==> config.mk <==
export PLATFORM = sky130hd
export DESIGN_NAME = approx_mul_arbiter
export DESIGN_NICKNAME = d
export VERILOG_FILES = /design/src/rtl/approx_mul_arbiter.sv
export SDC_FILE = /design/constraint.sdc
export NUM_CORES = 1
export LEC_CHECK = 0
export ABC_AREA = 1
export ABC_CLOCK_PERIOD_IN_PS = 3470
export BUFFER_PORTS_ARGS = -buffer_cell sky130_fd_sc_hd__buf_2
export CAP_MARGIN = 25
export CORE_MARGIN = 5
export CORE_UTILIZATION = 40
export CTS_BUF_LIST = sky130_fd_sc_hd__clkbuf_16
export CTS_CLUSTER_DIAMETER = 80
export CTS_CLUSTER_SIZE = 20
export DETAILED_ROUTE_END_ITERATION = 16
export PLACE_DENSITY = 0.69
export RECOVER_POWER = 25
export SLEW_MARGIN = 5
export SYNTH_ARGS = -nofsm -noshare
export SYNTH_HDL_FRONTEND = slang
export SYNTH_SLANG_ARGS = --single-unit
==> constraint.sdc <==
create_clock -name clk -period 3.47 [get_ports clk]
set_input_delay 0.694 -clock clk [delete_from_list [all_inputs] [get_ports clk]]
set_output_delay 0.694 -clock clk [all_outputs]
set_load 0.01 [all_outputs]
==> src/rtl/approx_mul_arbiter.sv <==
// approx_mul_arbiter: round-robin front end and 2-stage pipeline
// sharing one external 8x8 approximate multiplier.
module approx_mul_arbiter #(
  parameter int NUM_REQ = 4,
  parameter int ID_W    = 2,
  parameter int CNT_W   = 16
) (
  input  logic                 clk,
  input  logic                 rst_n,
  input  logic [NUM_REQ-1:0]   req_valid,
  output logic [NUM_REQ-1:0]   req_ready,
  input  logic [8*NUM_REQ-1:0] req_x,
  input  logic [8*NUM_REQ-1:0] req_y,
  output logic [7:0]           mul_x,
  output logic [7:0]           mul_y,
  input  logic [15:0]          mul_z,
  output logic                 rsp_valid,
  input  logic                 rsp_ready,
  output logic [ID_W-1:0]      rsp_id,
  output logic [15:0]          rsp_z,
  output logic [CNT_W-1:0]     op_count
);

  logic            r_s1_valid;
  logic [ID_W-1:0] r_s1_id;
  logic [7:0]      r_s1_x;
  logic [7:0]      r_s1_y;
  logic            r_s2_valid;
  logic [ID_W-1:0] r_s2_id;
  logic [15:0]     r_s2_z;
  logic [ID_W-1:0] r_ptr;
  logic [CNT_W-1:0] r_cnt;

  logic            w_adv;
  logic            w_accept;
  logic            w_gnt_vld;
  logic [ID_W-1:0] w_gnt;
  logic [ID_W-1:0] w_ptr_nxt;
  logic [7:0]      w_gx;
  logic [7:0]      w_gy;

  assign w_adv    = !r_s2_valid || rsp_ready;
  assign w_accept = !r_s1_valid || w_adv;

  // first asserted index at or after the pointer, wrapping
  always_comb begin
    int idx_i;
    logic [ID_W-1:0] idx;
    idx_i     = 0;
    idx       = '0;
    w_gnt_vld = 1'b0;
    w_gnt     = '0;
    for (int k = 0; k < NUM_REQ; k++) begin
      idx_i = int'(r_ptr) + k;
      if (idx_i >= NUM_REQ) idx_i = idx_i - NUM_REQ;
      idx = ID_W'(idx_i);
      if (!w_gnt_vld && req_valid[idx]) begin
        w_gnt_vld = 1'b1;
        w_gnt     = idx;
      end
    end
  end

  always_comb begin
    w_gx = '0;
    w_gy = '0;
    for (int i = 0; i < NUM_REQ; i++) begin
      if (w_gnt == ID_W'(i)) begin
        w_gx = req_x[8*i +: 8];
        w_gy = req_y[8*i +: 8];
      end
    end
  end

  assign w_ptr_nxt = (w_gnt == ID_W'(NUM_REQ-1)) ?
                     '0 : w_gnt + ID_W'(1);

  always_comb begin
    req_ready = '0;
    if (rst_n && w_accept && w_gnt_vld)
      req_ready[w_gnt] = 1'b1;
  end

  always_ff @(posedge clk or negedge rst_n) begin
    if (!rst_n) begin
      r_s1_valid <= 1'b0;
      r_s1_id    <= '0;
      r_s1_x     <= '0;
      r_s1_y     <= '0;
      r_s2_valid <= 1'b0;
      r_s2_id    <= '0;
      r_s2_z     <= '0;
      r_ptr      <= '0;
      r_cnt      <= '0;
    end else begin
      if (w_adv) begin
        r_s2_valid <= r_s1_valid;
        r_s2_id    <= r_s1_id;
        if (r_s1_valid) r_s2_z <= mul_z;
      end
      if (w_accept) begin
        r_s1_valid <= w_gnt_vld;
        if (w_gnt_vld) begin
          r_s1_id <= w_gnt;
          r_s1_x  <= w_gx;
          r_s1_y  <= w_gy;
          r_ptr   <= w_ptr_nxt;
        end
      end
      if (r_s2_valid && rsp_ready && !(&r_cnt))
        r_cnt <= r_cnt + CNT_W'(1);
    end
  end

  // idle operands forced to zero to keep the multiplier quiet
  assign mul_x     = r_s1_valid ? r_s1_x : '0;
  assign mul_y     = r_s1_valid ? r_s1_y : '0;
  assign rsp_valid = r_s2_valid;
  assign rsp_id    = r_s2_id;
  assign rsp_z     = r_s2_z;
  assign op_count  = r_cnt;

endmodule
==> flow_metrics.tcl <==
set metrics [dict create \
    outcome "finished clean" \
    gpl.final_weighted_congestion 0.9218 \
    synth_ff_type "dfrtp_1" \
    relSlewSlack 0.08954 \
    use_met3 0.04498 \
    grt_usage 0.1679 \
    regArea_mm2 0.001401 \
    setup_viol_count_final 0 \
    final.setup.tns_ns 0 \
    use_met2 0.2972 \
    syn_to_final_growth_pct 27.42 \
    arrival_ns 2.54 \
    post-route-period-util 0.9318 \
    antenna_left 0 \
    place_inst 684 \
    min_path_type "reg2reg" \
    fin_worst_skew_ns 0.01504 \
    start_util 0.4056 \
    syn_avg_cell_area_um2 7.332 \
    grt_max_degree 57 \
    num_rows 33 \
    clk_pin_slew_ns 0.07 \
    synth_warnings 0 \
    antennaDiodeCount 0 \
    start_kind "flop" \
    most-common-layout-cells "188 x nand2_1, 139 x buf_2, 56 x dfrtp_1" \
    fp.dieW_um 100.8 \
    drt_iter0_drc 140 \
    finalMaxSlewViolations 0 \
    routed-via-count 3306 \
    power_density_mw_per_mm2 1058 \
    worstSetupEndpointType "output pin" \
    wl_um 8546 \
    fin_util 0.5168 \
    async_flop_share 1.000 \
    yosysSeqAreaShare 0.4247 \
    tightest_slew_ns 1.366 \
    grt_pass1_vias 3278 \
    hpwl_um 6740 \
    fin_crit_ns 3.233 \
    clock.fmax_ghz 0.3093 \
    cts_sinks 56 \
    vdd_drop_max_v 0.0009684 \
    cp.required_ns 2.78 \
    netlist_top_cells_area "dfrtp_1 42%, nand2_1 21%, o21ai_0 5.8%" \
    die_area_mm2 0.01016 \
    syn_inst 450 \
    first_pass_iters 5 \
    syn_nets 542 \
    io_buffer_count 141 \
    crit_fanout 17 \
    use_met1 0.2023 \
    grt_pass1_wl_um 14150 \
    postCtsSetupRepairBufs 0 \
    syn_area_mm2 0.003299 \
    layout-drive-gt1-share 0.3038 \
    dieHeight_um 100.8 \
    n_fill_cell 825 \
    clock_tree.htree_level_count 2 \
    cts_resized 0 \
    drc_errors 0 \
    insertion_delay_ns 0.29 \
    synth_edf_count 0 \
    cap_violations 0 \
    multi_input_area_mm2 0.001614 \
    synth.distinct_cells 26 \
    hold_violations 0 \
    ys_ff_latch 56 \
    synth_top_area_share 0.4247 \
    cts_tree "yes" \
    cts_made_buffers 5 \
    core_area_mm2 0.008134 \
    criticalPathCategory "reg2out" \
    antenna_found_initial 0 \
    grt_overflow 0 \
    wl_per_cell_um 12.37 \
    yosysTopAreaCell "dfrtp_1" \
    final_cells 691 \
    viasPerCell 4.784 \
    leakagePower_nw 2.402 \
    rsz0062_at_grt "no" \
    ctsHoldBuffers 0 \
    layout.nets 678 \
    cts_root_buf "clkbuf_16" \
    pin_count 142 \
    final_common_cell "nand2_1" \
    top_usage_layer "met2" \
    clockBufferDepth 2 \
]
layout make-up:
cell class,instances,share of cell area
repair buffers,147,0.1774
clock buffers,5,0.02976
inverters,44,0.04048
flip-flops and latches,56,0.3333
clock inverters,2,0.003869
multi-input cells,332,0.3839
well taps,105,0.03125
per-layer routing:
metal	wire length, µm	share of wire
met5	0	0
met3	904	0.11
met1	3590	0.42
met2	3966	0.46
met4	85	0.0099
path summary, 6_finish.rpt:
path,endpoint,depth (start not counted),slack [ns],from
worst max-delay path,req_ready[2],13,0.24,r_ptr[0]
worst min-delay path,r_s1_y[4],2,0.48,r_s1_y[4]
worst max register to register,r_s1_x[6],19,0.48,r_ptr[0]
worst min register to register,r_s1_y[4],2,0.48,r_s1_y[4]
max in group asynchronous,rsp_z[1],2,1.79,rst_n
min in group asynchronous,op_count[0],2,0.84,rst_n
cells in the mapped netlist (2+ instances only):
cell,number
o21ai_1,2
nand3_1,18
xor2_1,7
o21ai_0,38
dfrtp_1,56
xnor2_1,6
inv_2,2
nand2_2,5
nand2_1,188
nor2_1,18
mux2_2,16
buf_6,3
buf_4,2
inv_1,40
clkbuf_1,8
a21oi_1,16
ha_1,5
nor3_1,6
nand4_1,4
buf_2,4
state kept, by name, summed over array words and instances (netlist names):
name        count
rsp_valid       1
r_ptr           2
r_s1_y          8
rsp_z          16
r_s1_id         2
rsp_id          2
r_s1_x          8
op_count       16
r_s1_valid      1
worst max-delay path, cell delays in order, from the launching register on:
cell and delay [ns]:
dfrtp_1 0.60, inv_6 0.08, nand2_1 0.08, nand2_1 0.09, nand2_1 0.11, nand2_2 0.07, nor2_4 0.13, nand4_1 0.11
nand2_1 0.13, inv_1 0.07, ha_1 0.21, inv_1 0.31, nor2_1 0.10, buf_2 0.15
cell families (layout without fill, tap and decap cells):
family / after synthesis / after routing / synth area share
and+or+nand+nor: 242 / 242 / 0.2962
DFF: 56 / 56 / 0.4247
muxes: 16 / 16 / 0.05461
buffers and inverters: 62 / 198 / 0.08608
xor gates and xnor gates: 13 / 13 / 0.03451
AOI/OAI and AO/OA: 56 / 56 / 0.08495
adders and majority gates: 5 / 5 / 0.01896
report_power, final:
part / leakage [nW] / switching [mW] / internal, mW
Combinational: 1.64 / 1.74 / 1.08
Sequential: 0.691 / 0.195 / 0.935
Clock: 0.0663 / 0.230 / 0.267
metrics by stage:
step           instance area, µm²  setup WS [ns]  total power, mW  hold slack (ns)
6_report                     4204         0.2368            4.448           0.4798
5_1_grt                      4204        0.01177            4.967           0.4977
4_1_cts                      4209         0.2470            4.500           0.4822
3_5_place_dp                 4068         0.3015            3.981           0.4671
3_3_place_gp                 4068         0.3700            3.909           0.4595
2_1_floorplan                3299         0.5084            3.245           0.3984
(Power assumes the default switching activity.)
